$ cat src/rtl/sc_reco_pkg.sv
// Shared types and helpers for the sequential (de)correlator family.
//   sc_side_t : selects which stream owns the deferred 1s.
//   sc_cnt_w  : width of a 0..depth saturating counter.
package sc_reco_pkg;

  typedef enum logic {SIDE_X = 1'b0, SIDE_Y = 1'b1} sc_side_t;

  function automatic int sc_cnt_w(input int depth);
    return $clog2(depth + 1);
  endfunction

endpackage

$ cat src/rtl/sc_sat_updown_cnt.sv
// Saturating up/down counter, range 0..MAX.
//   clk, rst_n : clock and synchronous active-low reset (clears to 0)
//   inc, dec   : step requests. An inc at MAX and a dec at 0 are ignored,
//                so the count never wraps.
//   cnt        : current count
//   is_zero    : cnt == 0
//   is_max     : cnt == MAX
module sc_sat_updown_cnt #(
  parameter int MAX = 1,
  parameter int W   = 1
) (
  input  logic         clk,
  input  logic         rst_n,
  input  logic         inc,
  input  logic         dec,
  output logic [W-1:0] cnt,
  output logic         is_zero,
  output logic         is_max
);

  logic [W-1:0] r_cnt;

  assign cnt     = r_cnt;
  assign is_zero = (r_cnt == '0);
  assign is_max  = (r_cnt == W'(MAX));

  always_ff @(posedge clk) begin
    if (!rst_n)                  r_cnt <= '0;
    else if (inc && !is_max)     r_cnt <= r_cnt + W'(1);
    else if (dec && !is_zero)    r_cnt <= r_cnt - W'(1);
  end

endmodule

$ cat src/rtl/seq_desync_d.sv
// Sequential desynchronizer: pushes the SCC of the pair (x, y) toward -1.
// A coincident 1 on both streams is split: one stream's 1 is deferred into a
// bounded store (up to DEPTH bits) and released on a later coincident-0
// cycle, so each stream keeps its ones-count up to the bits still held.
//   clk, rst_n   : clock, synchronous active-low reset
//   in_valid     : x/y valid this cycle; state holds when low
//   x, y         : input bitstreams
//   flush        : also release on x!=y cycles where the owning stream is 0
//   x_d_r, y_d_r : registered desynchronized streams (1-cycle latency)
//   out_valid_r  : registered in_valid
//   empty        : no deferred bits held
module seq_desync_d
  import sc_reco_pkg::*;
#(
  parameter int DEPTH = 1
) (
  input  logic clk,
  input  logic rst_n,
  input  logic in_valid,
  input  logic x,
  input  logic y,
  input  logic flush,
  output logic x_d_r,
  output logic y_d_r,
  output logic out_valid_r,
  output logic empty
);

  localparam int CW = sc_cnt_w(DEPTH);

  sc_side_t    r_side, r_alt;
  sc_side_t    w_side_nx, w_alt_nx;
  logic        w_inc, w_dec, w_zero, w_max;
  logic        w_xo, w_yo;
  logic [CW-1:0] w_cnt;

  sc_sat_updown_cnt #(.MAX(DEPTH), .W(CW)) u_cnt (
    .clk     (clk),
    .rst_n   (rst_n),
    .inc     (w_inc),
    .dec     (w_dec),
    .cnt     (w_cnt),
    .is_zero (w_zero),
    .is_max  (w_max)
  );

  assign empty = w_zero;

  always_comb begin
    w_inc     = 1'b0;
    w_dec     = 1'b0;
    w_side_nx = r_side;
    w_alt_nx  = r_alt;
    w_xo      = x;
    w_yo      = y;
    if (!in_valid) begin
      w_xo = 1'b0;
      w_yo = 1'b0;
    end else if (x && y) begin
      if (w_zero) begin
        // New deferral from empty: alt picks the owner, then flips for fairness.
        w_side_nx = r_alt;
        w_alt_nx  = (r_alt == SIDE_X) ? SIDE_Y : SIDE_X;
        w_inc     = 1'b1;
        if (r_alt == SIDE_X) w_xo = 1'b0;
        else                 w_yo = 1'b0;
      end else if (!w_max) begin
        w_inc = 1'b1;
        if (r_side == SIDE_X) w_xo = 1'b0;
        else                  w_yo = 1'b0;
      end
      // Saturated: pass 1,1 through unchanged.
    end else if (!x && !y) begin
      if (!w_zero) begin
        w_dec = 1'b1;
        if (r_side == SIDE_X) w_xo = 1'b1;
        else                  w_yo = 1'b1;
      end
    end else if (flush && !w_zero) begin
      // Draining on a split cycle costs one 1,1 overlap.
      if (r_side == SIDE_X && !x) begin
        w_xo  = 1'b1;
        w_dec = 1'b1;
      end else if (r_side == SIDE_Y && !y) begin
        w_yo  = 1'b1;
        w_dec = 1'b1;
      end
    end
  end

  always_ff @(posedge clk) begin
    if (!rst_n) begin
      r_side      <= SIDE_X;
      r_alt       <= SIDE_X;
      x_d_r       <= 1'b0;
      y_d_r       <= 1'b0;
      out_valid_r <= 1'b0;
    end else begin
      r_side      <= w_side_nx;
      r_alt       <= w_alt_nx;
      x_d_r       <= w_xo;
      y_d_r       <= w_yo;
      out_valid_r <= in_valid;
    end
  end

endmodule

$ cat config.mk
export PLATFORM = sky130hd
export DESIGN_NAME = seq_desync_d
export DESIGN_NICKNAME = d
export VERILOG_FILES = /design/src/rtl/sc_reco_pkg.sv /design/src/rtl/sc_sat_updown_cnt.sv /design/src/rtl/seq_desync_d.sv
export SDC_FILE = /design/constraint.sdc
export NUM_CORES = 1
export LEC_CHECK = 0
export CAP_MARGIN = 10
export CORE_AREA = 2 2 39 41
export CTS_BUF_LIST = sky130_fd_sc_hd__clkbuf_4
export CTS_CLUSTER_SIZE = 28
export DETAILED_ROUTE_END_ITERATION = 12
export DIE_AREA = 0 0 41 43
export PLACE_DENSITY = 0.57
export SLEW_MARGIN = 30
export SYNTH_ARGS = -nofsm -noshare
export SYNTH_HDL_FRONTEND = slang
export SYNTH_HIERARCHICAL = 1
export SYNTH_SLANG_ARGS = --single-unit
$ cat constraint.sdc
create_clock -name clk -period 1.3 [get_ports clk]
set_input_delay 0.26 -clock clk [delete_from_list [all_inputs] [get_ports clk]]
set_output_delay 0.26 -clock clk [all_outputs]
set_load 0.01 [all_outputs]
Word-level counts from Yosys, hierarchy flattened:

Index checks and enable logic that the tools add are counted.

* output and inout port bits: 4
* register bits: 6
* logic and storage cells: 53

* bitwise operators: 2
* muxes and demuxes: 30
* reductions and logical operators: 13
* $add $sub $neg: 2

Operators with widths (number)
* 1-bit two-way mux: 30
* 1-bit logical AND: 7
* 1-bit zero test: 3
* 3-bit AND reduction: 1
* 1-bit NOT: 2
* 2-bit AND reduction: 1
* 2-bit nonzero test: 1
* 1-bit adder, second input constant: 1
* 1-bit subtractor, second input constant: 1

Longest topological paths before layout:

Gate-level depths: netlist of the first run.

* depth in word-level cells: 11
* mapped depth: 5

Modules after synthesis:

Netlist of the first run, hierarchy kept.

Modules (own cells, without submodules)
* seq_desync_d: seq. area each 100.1 um^2, area each 276.5 um^2, cells an instance 35, instances 1
* sc_sat_updown_cnt: seq. area each 20.0 um^2, area each 45.0 um^2, cells an instance 5, instances 1

Worst setup path before layout of the first run:

Ideal clock, no wire load.

* kind: flip-flop to flip-flop
* start point: register u_cnt.r_cnt (netlist: u_cnt/cnt)
* end point: register x_d_r
* cell stages (with the launch flop): 5
* slack: 0.071 ns
* arrival: 1.109 ns
* cell sequence: dfxtp_1 inv_1 or4b_1 o21ai_1 a21oi_1

* cells in the longest elaborated chain, start to end: 4

RTL lines
* start, declared: line sc_sat_updown_cnt.sv:21 `logic [W-1:0] r_cnt;`
* start signal, assigned: line sc_sat_updown_cnt.sv:29 `else if (inc && !is_max) r_cnt <= r_cnt + W'(1);`
* start signal, assigned: line sc_sat_updown_cnt.sv:30 `else if (dec && !is_zero) r_cnt <= r_cnt - W'(1);`
* 1-bit logical AND: line seq_desync_d.sv:79 `end else if (flush && !w_zero) begin`
* 1-bit two-way mux: line seq_desync_d.sv:79
* 1-bit two-way mux: line seq_desync_d.sv:73 `end else if (!x && !y) begin`
* 1-bit two-way mux *: line seq_desync_d.sv:59 `end else if (x && y) begin`
* end signal, assigned: line seq_desync_d.sv:101 `x_d_r <= w_xo;`
* end, declared: line seq_desync_d.sv:23 `output logic x_d_r,`

Mark *: on every way between the ends. The rest lies on a longest branch, timed or not.
A chain may end at the register's enable or synchronous reset.

Worst setup path after layout of the first run:

* start point: register u_cnt.r_cnt (netlist: u_cnt/cnt)
* end point: output port empty

* cells in the longest elaborated chain, start to end: 1

RTL lines
* 1-bit NOT (no source line)
* end, declared: line seq_desync_d.sv:26 `output logic empty`

No other way between the ends.

==> impl_metrics.py, run 1 <==
metrics = {
    "cts": {
        "clock_latency_ns": 0.24,
        "cts_setup_buffers": 0,
        "cts.path.max_buffers": 2,
        "clkSinkCount": 6,
        "cts_tree": "built",
        "cts.clk_slew.worst_paths_ns": 0.04,
        "cts_made_buffers": 3,
        "clock-root-buffer": "clkbuf_4",
        "htree_num_levels": 1,
    },
    "synthesis": {
        "synth.top_cell.area_share_pct": 37.35,
        "syn_inst": 40,
        "synth_xor_xnor_area_share_pct": 2.724,
        "ys_seq_elements": 6,
        "synth-compound-area-share_pct": 22.57,
        "yosys.area_share.simple_pct": 27.63,
        "synth_top_family_by_area": "simple AND/OR/NAND/NOR gates",
        "yosysTopAreaCell": "dfxtp_1",
        "ys_types": 21,
        "avgSynthCellArea_sq_um": 8.039,
        "syn-num-nets": 46,
        "synth.area.top_cells": "dfxtp_1, o211a_1, nand2_1",
        "synthMuxAreaShare_pct": 0,
        "syn_area_sq_um": 321.6,
        "synthAdderAreaFrac_pct": 0,
        "yosysWarnings": 6,
        "yosysSeqAreaShare_pct": 37.35,
    },
    "cells_and_area": {
        "multi_input_area_sq_um": 170.2,
        "layout.nets": 64,
        "regArea_sq_um": 120.1,
        "fin_area_sq_um": 484.2,
        "n_fill_cell": 149,
        "drive_gt1_share_pct": 17.86,
        "area_delta_synth_final_pct": 50.58,
        "num_antenna_cells": 0,
    },
    "place": {
        "gp_congestion": 0.7089,
        "place_hpwl_um": 575.1,
        "place_area_sq_um": 464.2,
        "portBuffers": 9,
    },
    "floorplanning": {
        "num_io_pins": 10,
        "die_w_um": 41,
        "rows": 14,
        "fp.dieH_um": 43,
        "core-area_sq_um": 1384,
        "fp.dieArea_sq_um": 1763,
        "initial_core_util_pct": 23.24,
    },
    "sta": {
        "maxSlewViolCount": 0,
        "setup_viol": 0,
        "maxSlewHeadroom_pct": 85.91,
        "worstMarginPinSlew_ns": 0.2100,
        "rsz0062_at_grt": "false",
        "tns_ns": 0,
        "finalHoldViolCount": 0,
        "skew_ns": 0.001306,
        "finalCriticalPeriod_ns": 1.204,
        "timing.fmax_mhz": 830.4,
        "final.period_utilization_pct": 92.64,
    },
    "critical_path": {
        "startpoint_type": "register",
        "cp.required_ns": 1.04,
        "end_kind": "primary output",
        "crit_path_max_fanout": 5,
        "cp.arrival_ns": 0.94,
        "path_class": "reg2out",
    },
    "route": {
        "totalWireLength_um": 713,
        "viasPerCell": 4.889,
        "firstDrtPassIters": 4,
        "remaining_drc_errors": 0,
        "wire_per_inst_um": 9.903,
        "vias": 352,
        "drtAntennaViolNets": 0,
        "drt_iter0_markers": 4,
    },
    "grt": {
        "grt_max_degree": 8,
        "grt_usage_pct": 11.33,
        "grt_pass1_vias": 303,
        "antenna_found_initial": 0,
        "overflow": 0,
        "grt_pass1_wl_um": 1221,
    },
    "power": {
        "combinationalPowerShare_pct": 18.2,
        "internal_power_mw": 0.3431,
        "leakage_nw": 0.2364,
        "power_density_nw_per_um2": 921.4,
        "ir_drop_v": 0.0005691,
        "clkPwrFrac_pct": 37.6,
        "p_sw_share_pct": 23.09,
        "sequentialPowerShare_pct": 44.2,
        "p_switching_mw": 0.1030,
    },
    "run": {
        "maxCapViolCount": 0,
    },
    "status": {
        "status": "complete, no violations",
    },
    "hold_path": {
        "hp-class": "in2reg",
    },
}
## synthesized netlist by cell type
library cell	number
or4b_1	1
o21ai_1	1
a31oi_1	1
nand2_1	5
o211a_1	2
dfxtp_1	6
nand2b_1	1
and2_1	1
xnor2_1	1
buf_4	2
nand3_1	2
a311oi_1	1
a21oi_1	3
nand4_1	1
nor2_1	2
buf_2	1
o211ai_1	1
or2b_1	2
inv_1	3
nand4b_1	1
o21ai_0	2
## metal layers
layer / GRT usage (%) / wire length [um]
met1: 10.58 / 285
met4: 8.000 / 24
met5: 0 / 0
met2: 15.63 / 339
met3: 9.424 / 64
## path summary, 6_finish.rpt
path	start	slack, ns	to	cells after the start
worst max-delay path	u_cnt/cnt	0.1	empty	2
worst min-delay path	x	0.45	y_d_r	3
worst max register to register	u_cnt/cnt	0.13	x_d_r	4
worst min register to register	r_alt	0.51	r_side	2
## power groups by stage
stage / combinational (mW) / sequential, mW / clock, mW
floorplan: 0.0366 / 0.203 / 0
CTS: 0.0823 / 0.197 / 0.179
detailed placement: 0.0861 / 0.201 / 0
global route: 0.0905 / 0.199 / 0.195
finish: 0.0813 / 0.197 / 0.168
global placement: 0.0862 / 0.201 / 0
## critical path, stage by stage, from the launching register on
cell,delay [ns]
dfxtp_1,0.30
inv_1,0.12
dlygate4sd2_1,0.28
## kinds of logic (layout without fill, tap and decap cells)
family / after synthesis / after routing
buffers and inverters: 6 / 22
xor gates and xnor gates: 1 / 1
DFF: 6 / 6
and+or+nand+nor: 16 / 16
AOI/OAI and AO/OA: 11 / 11
## state kept, by name, indices dropped and copies added (netlist names)
signal	count
u_cnt/cnt	1
r_alt	1
out_valid_r	1
y_d_r	1
r_side	1
x_d_r	1
## through the flow
stage	cells	setup slack, ns	power [mW]	utilization (%)	hold WS, ns
floorplan	40	0.07055	0.2394	-	0.3817
global placement	69	-0.1900	0.2870	33.54	0.5063
detailed placement	69	-0.2054	0.2869	33.54	0.5082
CTS	72	0.04979	0.4590	34.81	0.5166
global route	72	0.003925	0.4839	34.99	0.4873
finish	72	0.09571	0.4461	34.99	0.4518
## area by class of cell
| type | count | area share (%) |
|---|---|---|
| Multi-Input combinational cell | 28 | 35.14 |
| Timing Repair Buffer | 16 | 28.94 |
| Sequential cell | 6 | 24.81 |
| Clock buffer | 3 | 4.651 |
| Tap cell | 16 | 4.134 |
| Inverter | 3 | 2.326 |
## layout by cell type (no fill, tap or decap), types with 2 or more instances in the layout
cell / synthesis / routed
nand3_1: 2 / 2
clkdlybuf4s50_1: 0 / 4
nor2_1: 2 / 2
dlygate4sd2_1: 0 / 4
buf_4: 2 / 7
o21ai_0: 2 / 2
nand2_1: 5 / 5
or2b_1: 2 / 2
dfxtp_1: 6 / 6
clkbuf_4: 0 / 3
inv_1: 3 / 3
a21oi_1: 3 / 3
o211a_1: 2 / 2
## repair_timing
item	in CTS	in global routing
endpoints found under the setup margin	4	1
resized for setup	4	1
hold buffers	0	0
pin swaps	0	0
(Power assumes the default switching activity.)
==> run 2, diff against run 1 <==
Settings changed: CAP_MARGIN 10 to unset.
==> results of run 2 <==
The final DEF is identical to that of run 1; final timing and power are the same.
==> run 3, diff against run 2 <==
Settings changed: PLACE_DENSITY 0.57 to 0.53, SYNTH_HIERARCHICAL 1 to unset.
==> run 3 against run 2 <==
Effect of this change: first-iteration DRC count fell by 75%; worst setup slack better by 0.025 ns; synthesized cell count is 25% lower; register-to-register slack better by 0.11 ns; utilization is 5.4 points lower; final cell count down 17%; cell area shrank 16%; non-clock buffer count down 5; sequential cell count unchanged; combinational power down 24%.
==> impl_metrics.py, run 3 <==
metrics = {
    "synthesis": {
        "yosysSeqAreaShare_pct": 45.07,
        "ys_async_sr_fraction_pct": 0,
        "syn-num-nets": 36,
        "synth_edf_count": 0,
        "synth.area.top_cells": "dfxtp_1, o21ai_0, inv_1",
        "yosysMostFrequentCell": "dfxtp_1",
        "avgSynthCellArea_sq_um": 8.884,
        "yosysWarnings": 0,
        "syn_area_sq_um": 266.5,
        "synth.top_cell.area_share_pct": 45.07,
        "ys_seq_elements": 6,
        "ys_types": 17,
        "syn_inst": 30,
        "yosysTopAreaCell": "dfxtp_1",
        "synth_common_cells": "dfxtp_1, inv_1, nand2_1, o21ai_0, a21oi_1",
        "ys.flop_type": "dfxtp_1",
    },
    "route": {
        "drt_iter0_markers": 1,
        "wire_per_inst_um": 9.017,
        "remaining_drc_errors": 0,
        "viasPerCell": 4.183,
        "totalWireLength_um": 541,
        "firstDrtPassIters": 4,
        "drtAntennaViolNets": 0,
        "vias": 251,
    },
    "sta": {
        "finalHoldViolCount": 0,
        "maxSlewViolCount": 0,
        "maxSlewHeadroom_pct": 84.29,
        "timing.fmax_mhz": 848.2,
        "rsz0062_at_grt": "false",
        "setup_viol": 0,
        "skew_ns": 0.004340,
        "final.period_utilization_pct": 90.69,
        "finalCriticalPeriod_ns": 1.179,
        "worstMarginPinSlew_ns": 0.2349,
    },
    "grt": {
        "grt_max_degree": 8,
        "grt_pass1_vias": 257,
        "antenna_found_initial": 0,
        "grt_usage_pct": 8.818,
        "overflow": 0,
        "grt_pass1_wl_um": 1048,
    },
    "hold_path": {
        "hp-class": "reg2reg",
        "hp-start": "u_cnt.cnt",
        "holdPathStages": 2,
        "hold_end": "x_d_r",
    },
    "cts": {
        "clock-root-buffer": "clkbuf_4",
        "clkSinkCount": 6,
        "htree_num_levels": 1,
        "clock_latency_ns": 0.24,
        "cts_made_buffers": 3,
        "cts.repair.resized": 4,
        "cts.clk_slew.worst_paths_ns": 0.05,
        "cts_hold_buffers": 0,
        "cts.path.max_buffers": 2,
        "cts_tree": "built",
        "cts_setup_buffers": 0,
    },
    "cells_and_area": {
        "n_fill_cell": 149,
        "drive_gt1_share_pct": 18.18,
        "final_util_pct": 29.57,
        "num_antenna_cells": 0,
        "area_delta_synth_final_pct": 53.52,
        "final_common_cell": "dfxtp_1",
        "layout.nets": 52,
        "layout_common_cells": "dfxtp_1, clkdlybuf4s50_1, inv_1, dlygate4sd2_1",
        "fin_area_sq_um": 409.1,
    },
    "power": {
        "leakage_nw": 0.1796,
        "power_mw": 0.4286,
        "power_density_nw_per_um2": 1048,
        "ir_drop_v": 0.0003177,
    },
    "floorplanning": {
        "fp.dieH_um": 43,
        "initial_core_util_pct": 19.26,
        "fp.dieArea_sq_um": 1763,
        "core-area_sq_um": 1384,
        "die_w_um": 41,
        "num_io_pins": 10,
        "rows": 14,
    },
    "critical_path": {
        "r2r_start": "u_cnt.cnt",
        "critPathSlowestCell": "clkdlybuf4s50_1",
        "cp.required_ns": 1.43,
        "worst-r2r-setup-slack_ns": 0.24,
        "crit_path_max_fanout": 7,
        "path_class": "in2reg",
        "cp_slowest_stage_delay_ns": 0.59,
        "crit_chain": "clkdlybuf4s50_1 -> nand4b_2 -> xnor2_1 -> and2_1",
        "worstReg2RegEnd": "r_alt",
        "startpoint_type": "primary input",
        "cp.arrival_ns": 1.31,
        "rr_worst_depth": 4,
        "end_kind": "register",
    },
    "place": {
        "gp_congestion": 0.6549,
        "portBuffers": 9,
        "place_area_sq_um": 391.6,
        "place_hpwl_um": 440.6,
    },
    "status": {
        "status": "complete, no violations",
    },
    "run": {
        "maxCapViolCount": 0,
    },
}
[run 3: changes by cell type after synthesis, sizes merged, moves of 2 or more]
cell / change
or2b: -2
buf: -3
nand2: -2
o211a: -2
[run 3: layout make-up]
type,count,area [sq um],share of cell area (%)
Inverter,4,15.01,3.670
Timing Repair Buffer,11,100.1,24.46
Clock buffer,3,22.52,5.505
Sequential cell,6,120.1,29.36
Tap cell,16,20.02,4.893
Multi-Input combinational cell,20,131.4,32.11
[run 3: power breakdown]
part           switching (mW)  internal [mW]
registers             0.00412          0.192
logic                  0.0270         0.0347
clock network          0.0664          0.104
[run 3: how the worst max path moves through the flow]
stage	from	depth (start not counted)	endpoint	slack [ns]
finish	x	4	r_alt	0.12
global route	x	4	r_alt	0.04
CTS	x	4	r_alt	0.13
detailed placement	x	4	r_alt	-0.12
global placement	x	4	r_alt	-0.13
floorplan	u_cnt.cnt	3	r_alt	0.40
[run 3: logic make-up (layout without fill, tap and decap cells)]
logic type / Yosys count / in the layout / share of synthesized area (%)
buffers and inverters: 4 / 18 / 5.632
XOR/XNOR: 1 / 1 / 3.287
AND/OR/NAND/NOR: 8 / 8 / 18.31
flip-flops: 6 / 6 / 45.07
AO/OA/AOI/OAI: 11 / 11 / 27.70
[run 3: worst max-delay path, delay by kind of cell]
kind | cells | cell delay [ns]
buf+inv | 1 | 0.59
simple gates | 2 | 0.31
xor+xnor | 1 | 0.14
[run 3: metal layers]
metal  vias up  global-route usage [%]  part of all wire, %
met5         -                       0                    0
met4         0                   8.000                    0
met3         0                   1.571                  5.9
met2         5                   10.63                   48
met1       113                   12.46                   46
li1        133                       -                    -
[run 3: per-stage QoR]
step,setup WS (ns),hold WS [ns],setup TNS (ns),std cells
6_report,0.1210,0.4939,0,60
5_1_grt,0.03931,0.5357,0,60
4_1_cts,0.1284,0.4988,0,60
3_5_place_dp,-0.1236,0.4964,-0.2840,57
3_3_place_gp,-0.1284,0.4988,-0.3348,57
2_1_floorplan,0.3962,0.3494,0,30
